--- src/rtl/ram_arb_pkg.sv ---
// Shared types and the round-robin grant function for the ram_arb block.
package ram_arb_pkg;

  localparam int REQS_MAX   = 8;
  localparam int ADDR_W_DEF = 13;

  typedef logic [REQS_MAX-1:0]   req_vec_t;
  typedef logic [ADDR_W_DEF-1:0] addr_slice_t;

  // One-hot grant to the first request at or after ptr, wrapping modulo n.
  function automatic req_vec_t rr_next(input logic [2:0] ptr, input req_vec_t req,
                                       input int unsigned n);
    req_vec_t    gnt;
    int unsigned s;
    logic [2:0]  idx;
    logic        found;
    gnt   = '0;
    found = 1'b0;
    for (int unsigned k = 0; k < REQS_MAX; k++) begin
      s = {29'd0, ptr} + k;
      if (s >= n) s = s - n;
      idx = s[2:0];
      if (k < n && !found && req[idx]) begin
        gnt[idx] = 1'b1;
        found    = 1'b1;
      end
    end
    return gnt;
  endfunction

endpackage

--- src/rtl/ram_arb_rr_arb.sv ---
// rr_arb: round-robin arbiter, combinational one-hot grant, pointer advances past each winner.
// Grant is forced to zero while reset is low; requesters hold their request until granted.
module rr_arb
  import ram_arb_pkg::*;
#(
  parameter int REQS = 4
) (
  input  logic            i_clk,
  input  logic            i_rst_n,
  input  logic [REQS-1:0] i_req,
  output logic [REQS-1:0] o_gnt
);

  localparam int REQ_W = $clog2(REQS);

  logic [REQ_W-1:0] r_ptr;
  logic [REQ_W-1:0] w_idx;
  logic [REQ_W-1:0] w_ptr_nxt;
  req_vec_t         w_gnt_ext;

  always_comb begin
    w_gnt_ext = rr_next(3'(r_ptr), REQS_MAX'(i_req), REQS);
  end

  // Encoding over the full vector; bits at or above REQS are always zero.
  always_comb begin
    w_idx = '0;
    for (int i = 0; i < REQS_MAX; i++) begin
      if (w_gnt_ext[i]) w_idx = REQ_W'(i);
    end
  end

  assign w_ptr_nxt = (w_idx == REQ_W'(REQS-1)) ? '0 : w_idx + REQ_W'(1);
  assign o_gnt     = i_rst_n ? w_gnt_ext[REQS-1:0] : '0;

  always_ff @(posedge i_clk) begin
    if (!i_rst_n) begin
      r_ptr <= '0;
    end else if (|o_gnt) begin
      r_ptr <= w_ptr_nxt;
    end
  end

endmodule

--- src/rtl/ram_arb.sv ---
// ram_arb: two independent round-robin ports onto one dual-port RAM; combinational acks, read data after RD_LAT.
// Requesters hold req until ack. Build option RAM_ARB_BYPASS_EN makes same-cycle write/read collisions write-first.
module ram_arb
  import ram_arb_pkg::*;
#(
  parameter int REQS   = 4,
  parameter int DATA_W = 16,
  parameter int ADDR_W = 13,
  parameter int RD_LAT = 2
) (
  input  logic                     clk_i,
  input  logic                     rst_n_i,
  input  logic [REQS-1:0]          wr_req_i,
  input  logic [REQS*ADDR_W-1:0]   wr_addr_i,
  input  logic [REQS*DATA_W-1:0]   wr_data_i,
  output logic [REQS-1:0]          wr_ack_o,
  input  logic [REQS-1:0]          rd_req_i,
  input  logic [REQS*ADDR_W-1:0]   rd_addr_i,
  output logic [REQS-1:0]          rd_ack_o,
  output logic [DATA_W-1:0]        rd_data_o,
  output logic [REQS-1:0]          rd_vld_o,
  output logic [ADDR_W-1:0]        ram_wr_addr_o,
  output logic                     ram_wr_en_o,
  output logic [DATA_W-1:0]        ram_wr_data_o,
  output logic [ADDR_W-1:0]        ram_rd_addr_o,
  input  logic [DATA_W-1:0]        ram_rd_data_i
);

  logic [ADDR_W-1:0] w_wr_addr;
  logic [DATA_W-1:0] w_wr_data;
  logic [ADDR_W-1:0] w_rd_addr;
  logic              w_rd_any;
  logic [ADDR_W-1:0] r_rd_addr;
  logic [REQS-1:0]   r_vld_pipe [RD_LAT];

  rr_arb #(.REQS(REQS)) u_wr_arb (
    .i_clk   (clk_i),
    .i_rst_n (rst_n_i),
    .i_req   (wr_req_i),
    .o_gnt   (wr_ack_o)
  );

  rr_arb #(.REQS(REQS)) u_rd_arb (
    .i_clk   (clk_i),
    .i_rst_n (rst_n_i),
    .i_req   (rd_req_i),
    .o_gnt   (rd_ack_o)
  );

  // Grants are one-hot, so an AND-OR mux selects the winner's slice (zero when idle).
  always_comb begin
    w_wr_addr = '0;
    w_wr_data = '0;
    w_rd_addr = '0;
    for (int n = 0; n < REQS; n++) begin
      if (wr_ack_o[n]) begin
        w_wr_addr = w_wr_addr | wr_addr_i[n*ADDR_W +: ADDR_W];
        w_wr_data = w_wr_data | wr_data_i[n*DATA_W +: DATA_W];
      end
      if (rd_ack_o[n]) begin
        w_rd_addr = w_rd_addr | rd_addr_i[n*ADDR_W +: ADDR_W];
      end
    end
  end

  assign w_rd_any      = |rd_ack_o;
  assign ram_wr_en_o   = |wr_ack_o;
  assign ram_wr_addr_o = w_wr_addr;
  assign ram_wr_data_o = w_wr_data;
  assign ram_rd_addr_o = w_rd_any ? w_rd_addr : r_rd_addr;

  always_ff @(posedge clk_i) begin
    if (!rst_n_i) begin
      r_rd_addr <= '0;
    end else if (w_rd_any) begin
      r_rd_addr <= w_rd_addr;
    end
  end

  always_ff @(posedge clk_i) begin
    if (!rst_n_i) begin
      for (int i = 0; i < RD_LAT; i++) r_vld_pipe[i] <= '0;
    end else begin
      r_vld_pipe[0] <= rd_ack_o;
      for (int i = 1; i < RD_LAT; i++) r_vld_pipe[i] <= r_vld_pipe[i-1];
    end
  end

  assign rd_vld_o = r_vld_pipe[RD_LAT-1];

`ifdef RAM_ARB_BYPASS_EN
  logic              w_byp_hit;
  logic              r_byp_pipe [RD_LAT];
  logic [DATA_W-1:0] r_byp_data [RD_LAT];

  assign w_byp_hit = w_rd_any && ram_wr_en_o && (w_rd_addr == w_wr_addr);

  always_ff @(posedge clk_i) begin
    if (!rst_n_i) begin
      for (int i = 0; i < RD_LAT; i++) begin
        r_byp_pipe[i] <= 1'b0;
        r_byp_data[i] <= '0;
      end
    end else begin
      r_byp_pipe[0] <= w_byp_hit;
      r_byp_data[0] <= w_wr_data;
      for (int i = 1; i < RD_LAT; i++) begin
        r_byp_pipe[i] <= r_byp_pipe[i-1];
        r_byp_data[i] <= r_byp_data[i-1];
      end
    end
  end

  assign rd_data_o = r_byp_pipe[RD_LAT-1] ? r_byp_data[RD_LAT-1] : ram_rd_data_i;
`else
  assign rd_data_o = ram_rd_data_i;
`endif

endmodule

--- config.mk ---
export PLATFORM = sky130hd
export DESIGN_NAME = ram_arb
export DESIGN_NICKNAME = d
export VERILOG_FILES = /design/src/rtl/ram_arb_pkg.sv /design/src/rtl/ram_arb_rr_arb.sv /design/src/rtl/ram_arb.sv
export SDC_FILE = /design/constraint.sdc
export NUM_CORES = 1
export LEC_CHECK = 0
export BUFFER_PORTS_ARGS = -buffer_cell sky130_fd_sc_hd__buf_2
export CORE_AREA = 2 2 102 104
export DETAILED_ROUTE_END_ITERATION = 10
export DIE_AREA = 0 0 104 106
export PLACE_DENSITY = 0.8
export SYNTH_ARGS = -nofsm -noshare
export SYNTH_HDL_FRONTEND = slang
export SYNTH_HIERARCHICAL = 1
export SYNTH_SLANG_ARGS = --single-unit
export TNS_END_PERCENT = 100
--- constraint.sdc ---
create_clock -name clk_i -period 3.6 [get_ports clk_i]
set_clock_uncertainty 0.05 [all_clocks]
set_input_delay 0.36 -clock clk_i [delete_from_list [all_inputs] [get_ports clk_i]]
set_output_delay 0.36 -clock clk_i [all_outputs]
set_load 0.02 [all_outputs]
Word level (Yosys, flattened, before mapping)
Memories as Yosys holds them, arrays and structs flattened.
Cells that the tools add are included.
{"block": "op_classes", "eq_ne": 2, "n_lt_le_gt_ge": 24, "bitwise": 17, "addsub": 16, "reduce_logical": 22, "mux": 89}
{"operator": "greater-or-equal comparator 32 x 3 -> 1 bit, second input constant", "count": 6}
{"operator": "two-way mux 13 bit", "count": 9}
{"operator": "bitwise OR 13 bit", "count": 6}
{"operator": "two-way mux 16 bit", "count": 4}
{"operator": "two-way mux 8 bit", "count": 8}
{"operator": "bitwise OR 16 bit", "count": 3}
{"operator": "bitwise OR 8 bit", "count": 6}
{"operator": "< comparator 3 x 4 -> 1 bit, second input constant", "count": 8}
{"operator": "two-way mux 2 bit", "count": 14}
{"operator": "two-way mux 1 bit", "count": 26}
{"operator": "binary-select mux 1 bit (select 3 bit)", "count": 8}
{"operator": "demux 1 bit (select 3 bit)", "count": 8}
{"operator": "greater-or-equal comparator 3 x 1 -> 1 bit, second input constant", "count": 8}
{"operator": "two-way mux 3 bit", "count": 8}
{"operator": "subtractor 3 bit, second input constant", "count": 6}
{"operator": "two-way mux 4 bit", "count": 4}
{"operator": "logical AND 1 bit", "count": 14}
{"operator": "adder 2 x 2 -> 3 bit, second input constant", "count": 4}
{"operator": "OR reduction 4 bit", "count": 2}
{"operator": "adder 2 x 1 -> 3 bit, second input constant", "count": 2}
{"operator": "greater-or-equal comparator 2 x 3 -> 1 bit, second input constant", "count": 2}
{"operator": "logical NOT 1 bit", "count": 6}
{"operator": "subtractor 2 x 3 -> 3 bit, second input constant", "count": 2}
{"operator": "adder 2 x 1 -> 2 bit, second input constant", "count": 2}
{"operator": "other kinds (2)", "count": 4}
{"block": "word_totals", "wordCells": 174, "ramBits": 8, "out_inout_bits": 71, "regBits": 17, "input_bits": 194, "mem_count": 1}
{"memory": "r_vld_pipe", "words": 2, "width": 4, "read_ports": 2, "rd_clocked_by_memory_dff": 0, "wr": 2, "line": "ram_arb.sv:34", "source": "logic [REQS-1:0] r_vld_pipe [RD_LAT];"}

Longest topological paths before layout
{"block": "depth", "ltp_word": 23, "ltp_mapped": 14}

Hierarchy
Netlist, hierarchy kept.
{"mod": "ram_arb", "n_inst": 1, "seq_area_each_um2": 420.4, "area_each_um2": 1809.2, "cells_each": 237}
{"mod": "rr_arb at u_wr_arb", "n_inst": 1, "seq_area_each_um2": 40.0, "area_each_um2": 618.1, "cells_each": 70}
{"mod": "rr_arb at u_rd_arb", "n_inst": 1, "seq_area_each_um2": 40.0, "area_each_um2": 588.1, "cells_each": 60}

Worst setup path before layout
OpenSTA, ideal clock, no wires.
{"block": "synth_timing", "kind": "reg-to-output", "startpoint": "reg u_rd_arb.r_ptr[0]", "endpoint": "out ram_rd_addr_o[10]", "slack_ps": -307, "stages_incl_launch_ff": 14, "t_arrival_ps": 3497, "required_ps": 3190, "path_cell_list": "dfxtp_1 -> buf_6 -> inv_1 -> ha_1 -> mux4_1 -> a21oi_1 -> a21oi_1 -> a221o_1 -> and2_1 -> or4_1 -> buf_2 -> buf_6 -> and3_4 -> nor2_1"}
{"block": "synth_between", "elab_chain_cells": 23}
{"item": "start, declared", "line": "ram_arb_rr_arb.sv:16", "source": "logic [REQ_W-1:0] r_ptr;"}
{"item": "start signal, assigned", "line": "ram_arb_rr_arb.sv:40", "source": "r_ptr <= w_ptr_nxt;"}
{"item": "branches (longest 13 deep; another with greater-or-equal comparator 32 x 3 -> 1 bit)"}
{"item": "two-way mux 8 bit (*)", "line": "ram_arb_pkg.sv:23", "source": "if (k < n && !found && req[idx]) begin"}
{"item": "two-way mux 4 bit (*)", "line": "ram_arb_rr_arb.sv:34", "source": "assign o_gnt = i_rst_n ? w_gnt_ext[REQS-1:0] : '0;"}
{"item": "named net rd_ack_o[0]", "line": "ram_arb.sv:19", "source": "output logic [REQS-1:0] rd_ack_o,"}
{"item": "two-way mux 13 bit", "line": "ram_arb.sv:60", "source": "if (rd_ack_o[n]) begin"}
{"item": "bitwise OR 13 bit", "line": "ram_arb.sv:61", "source": "w_rd_addr = w_rd_addr | rd_addr_i[n*ADDR_W +: ADDR_W];"}
{"item": "two-way mux 13 bit", "line": "ram_arb.sv:60"}
{"item": "bitwise OR 13 bit", "line": "ram_arb.sv:61"}
{"item": "two-way mux 13 bit", "line": "ram_arb.sv:60"}
{"item": "bitwise OR 13 bit", "line": "ram_arb.sv:61"}
{"item": "two-way mux 13 bit", "line": "ram_arb.sv:60"}
{"item": "two-way mux 13 bit (*)"}
{"item": "end, declared", "line": "ram_arb.sv:25", "source": "output logic [ADDR_W-1:0] ram_rd_addr_o,"}
Mark *: on every way through the listed nets, which the timed path passes. The select of a mux whose other input is x is not followed.

Worst setup path after layout
{"block": "layout_timing", "startpoint": "reg u_rd_arb.r_ptr[0]", "endpoint": "out ram_rd_addr_o[3]"}
{"block": "layout_between", "elab_chain_cells": 23}
{"item": "branches (longest 13 deep; another with greater-or-equal comparator 32 x 3 -> 1 bit)"}
{"item": "two-way mux 8 bit (*)", "line": "ram_arb_pkg.sv:23"}
{"item": "two-way mux 4 bit (*)", "line": "ram_arb_rr_arb.sv:34"}
{"item": "two-way mux 13 bit", "line": "ram_arb.sv:60"}
{"item": "bitwise OR 13 bit", "line": "ram_arb.sv:61"}
{"item": "two-way mux 13 bit", "line": "ram_arb.sv:60"}
{"item": "bitwise OR 13 bit", "line": "ram_arb.sv:61"}
{"item": "two-way mux 13 bit", "line": "ram_arb.sv:60"}
{"item": "bitwise OR 13 bit", "line": "ram_arb.sv:61"}
{"item": "two-way mux 13 bit", "line": "ram_arb.sv:60"}
{"item": "two-way mux 13 bit (*)"}
Every way passes the cells marked *. The select of a mux whose other input is x is not followed.

==> results.json <==
{
  "slew_viol_final": 0,
  "crit_start": "u_rd_arb/r_ptr[0]$_SDFFE_PN0P_",
  "yosysSeqAreaShare_pct": 16.6,
  "syn_inst": 367,
  "grt-ovfl-total": 0,
  "cts_max_level": 1,
  "worstSkewPairLatency_ns": 0.28,
  "fill_cells": 940,
  "crit_slowest_cell": "or4_4",
  "crit_chain": "buf_8, buf_4, mux4_2, and3b_4, a221oi_2, nor2b_2, or4_4, buf_16, nor2_2, nor2_4, buf_6",
  "grt_max_degree": 35,
  "antenna_found_initial": 0,
  "whs_path_depth": 1,
  "floorplan.initialDensity_pct": 30.2,
  "drive_gt1_share_pct": 64.3,
  "root_buffer": "clkbuf_8",
  "die_w_um": 104,
  "ys.flop_type": "dfxtp_1",
  "relSlewSlack_pct": 66.8,
  "first_global_vias": 4014,
  "fp.coreArea_sq_mm": 0.0100,
  "place_congestion": 0.935,
  "r2r_end": "r_rd_addr[6]$_SDFF_PN0_",
  "setup_ws_ns": -0.0434,
  "synth.distinct_cells": 51,
  "syn_area_sq_mm": 0.00302,
  "remaining_drc_errors": 0,
  "total_power_mw": 5.35,
  "drv_cap": 0,
  "achievable-frequency_ghz": 0.274,
  "required_ns": 3.19,
  "hold_buffers": 0,
  "ys_warn_count": 6,
  "critPathLaunchType": "flop",
  "drt_iter0_drc": 316,
  "period_minus_slack_ns": 3.64,
  "avgSynthCellArea_sq_um": 8.22,
  "row_count": 37,
  "ioPinCount": 265,
  "n_antenna_cell": 0,
  "hpwl_um": 10100,
  "area.growth.synth_to_final_pct": 70.6,
  "synth_seq_cells": 25,
  "max_stage_delay_ns": 0.63,
  "cts_inserted_buffers": 3,
  "synth_edf_count": 0,
  "leakage_nw": 2.42,
  "r2r_setup_slack_ns": 0.33,
  "tightest_slew_ns": 0.498,
  "setup_viol_count_final": 14,
  "holdPathEnd": "r_vld_pipe[0][5]$_SDFF_PN0_",
  "clk_path_buf_depth": 2,
  "routed_wl_um": 13700,
  "syn-num-nets": 578,
  "antenna_left": 0,
  "place_area_sq_mm": 0.00440,
  "vias": 4037,
  "dieHeight_um": 106,
  "outcome": "finished, violations left",
  "period_share_pct": 101,
  "design_area_sq_mm": 0.00514,
  "peakVddDrop_mv": 0.547,
  "wl_per_cell_um": 18.4,
  "rr_worst_depth": 12,
  "cts.sinks": 25,
  "timing.rr.start": "u_rd_arb/r_ptr[0]$_SDFFE_PN0P_",
  "viasPerCell": 5.43,
  "min_path_type": "reg2reg",
  "rsz0062_at_grt": "true",
  "hold_slack_ns": 0.393,
  "dr.pass1.iters": 5,
  "crit_type": "reg2out",
  "portBuffers": 232,
  "finalHoldViolCount": 0,
  "synthArstFlopShare_pct": 0,
  "power_density_mw_per_mm2": 1040,
  "cts_tree": "built",
  "crit_arrival_ns": 3.23,
  "fin_nets": 819,
  "grt_usage_pct": 22.2,
  "path_clk_slew_ns": 0.10,
  "crit_path_max_fanout": 13,
  "die_area_sq_mm": 0.0110,
  "hp-start": "r_vld_pipe[0][1]$_SDFF_PN0_",
  "end_kind": "output pin",
  "violations": "setup timing",
  "grt_pass1_wl_um": 19700
}
==> area by class of cell <==
| class | count | area, sq um | share of cell area [%] |
|---|---|---|---|
| clock buffers | 3 | 41.3 | 0.803 |
| clock inverters | 1 | 7.51 | 0.146 |
| repair buffers | 282 | 1760 | 34.2 |
| multi-input cells | 287 | 2620 | 51.0 |
| well taps | 136 | 170 | 3.31 |
| inverters | 9 | 37.5 | 0.730 |
| flip-flops and latches | 25 | 508 | 9.88 |
==> power by group <==
part	internal [mW]	total, mW	leakage [nW]	switching, mW
Sequential	0.364	0.422	0.207	0.0581
Combinational	2.21	4.74	2.19	2.53
Clock	0.0786	0.182	0.0217	0.103
==> per-stage QoR <==
stage                     std cells  utilization, %  worst slack (ns)   TNS, ns
final                           743            51.4           -0.0434    -0.354
after global routing            743            51.4            -0.168     -2.35
after CTS                       727            48.7          -0.00578  -0.00578
after detailed placement        711            44.0           0.00135         0
after global placement          711            44.0            0.0308         0
after floorplan                 367               -           0.00255         0
==> repair_timing <==
action,in CTS,in global routing
setup buffers,10,15
resized for setup,77,24
endpoints found under the setup margin,41,44
pin swaps,14,13
gates cloned,2,1
==> synthesized netlist by cell type, types with 2 or more instances <==
library cell / count / area share (%)
nor3b_1: 6 / 1.5
buf_2: 2 / 0.33
and2b_2: 3 / 0.87
dfxtp_1: 25 / 17
clkbuf_1: 16 / 2.0
a221oi_2: 3 / 1.5
mux2_2: 7 / 2.6
nor3b_2: 7 / 2.9
nand2_1: 38 / 4.7
a21oi_1: 3 / 0.50
nor2_1: 28 / 3.5
o31ai_1: 4 / 1.0
buf_6: 4 / 1.5
and3_4: 7 / 2.6
and2_1: 10 / 2.1
nand3b_1: 2 / 0.50
nand4b_1: 3 / 0.87
and3_1: 7 / 1.5
nor2b_1: 10 / 2.1
nand2b_1: 2 / 0.41
mux2i_1: 6 / 2.0
buf_4: 20 / 5.0
a22oi_1: 84 / 21
or4_1: 2 / 0.50
buf_1: 4 / 0.50
nand4_1: 7 / 1.5
a221oi_1: 4 / 1.2
mux4_2: 3 / 2.2
ha_1: 17 / 7.1
inv_1: 8 / 1.0
a31oi_1: 4 / 0.83
nor3_1: 2 / 0.33
==> cell usage in the layout (no fill, tap or decap), types with 3 or more instances in the layout <==
| master | n |
|---|---|
| nor3b_1 | 6 |
| nand4_1 | 7 |
| o31ai_1 | 3 |
| mux2i_1 | 5 |
| buf_4 | 38 |
| buf_2 | 219 |
| dfxtp_2 | 3 |
| a221oi_4 | 3 |
| a221oi_2 | 3 |
| ha_4 | 4 |
| and2_1 | 9 |
| inv_2 | 3 |
| nor2b_1 | 3 |
| dfxtp_1 | 21 |
| buf_12 | 5 |
| nor2_4 | 23 |
| buf_6 | 16 |
| a22oi_1 | 81 |
| nor2_2 | 3 |
| nor3b_2 | 7 |
| and3_4 | 13 |
| nor2b_2 | 3 |
| ha_1 | 13 |
| mux2_2 | 7 |
| nand2_1 | 38 |
| clkbuf_8 | 3 |
| nand4b_1 | 3 |
| mux4_2 | 4 |
| a22oi_2 | 3 |
| nor2b_4 | 4 |
| a31oi_1 | 4 |
| inv_1 | 4 |
==> how the worst max path moves through the flow <==
stage / endpoint / cells after the start
final: ram_rd_addr_o[3] / 11
after global routing: ram_rd_addr_o[12] / 14
after CTS: ram_wr_en_o / 10
after detailed placement: ram_rd_addr_o[3] / 13
after global placement: ram_rd_addr_o[11] / 13
after floorplan: ram_wr_addr_o[1] / 13
==> critical path: cells and delay by family, from the launching register on <==
kind | cells | cell delay (ns)
compound gates | 1 | 0.28
simple gates | 5 | 1.18
mux | 1 | 0.53
flops | 1 | 0.36
buf+inv | 4 | 0.58
==> routing by layer <==
layer | up-vias | GRT usage, % | wire length (um)
met1 | 1896 | 22.7 | 4610
met5 | - | 0 | 0
met2 | 240 | 44.3 | 7480
met4 | 0 | 6.27 | 374
met3 | 37 | 5.40 | 1220
li1 | 1864 | - | -
==> cell families after synthesis <==
logic type	count (synthesis)	share of synthesized area, %
compound gates	111	29.0
fa+ha+maj	17	7.05
buf+inv	55	10.4
flops	25	16.6
mux	18	8.09
simple gates	141	28.9
==> flip-flops by register name, summed over array words and instances (netlist names) <==
name            count
u_wr_arb/r_ptr      2
u_rd_arb/r_ptr      2
r_rd_addr          13
r_vld_pipe          8
Power figures use the tool's default switching activity.
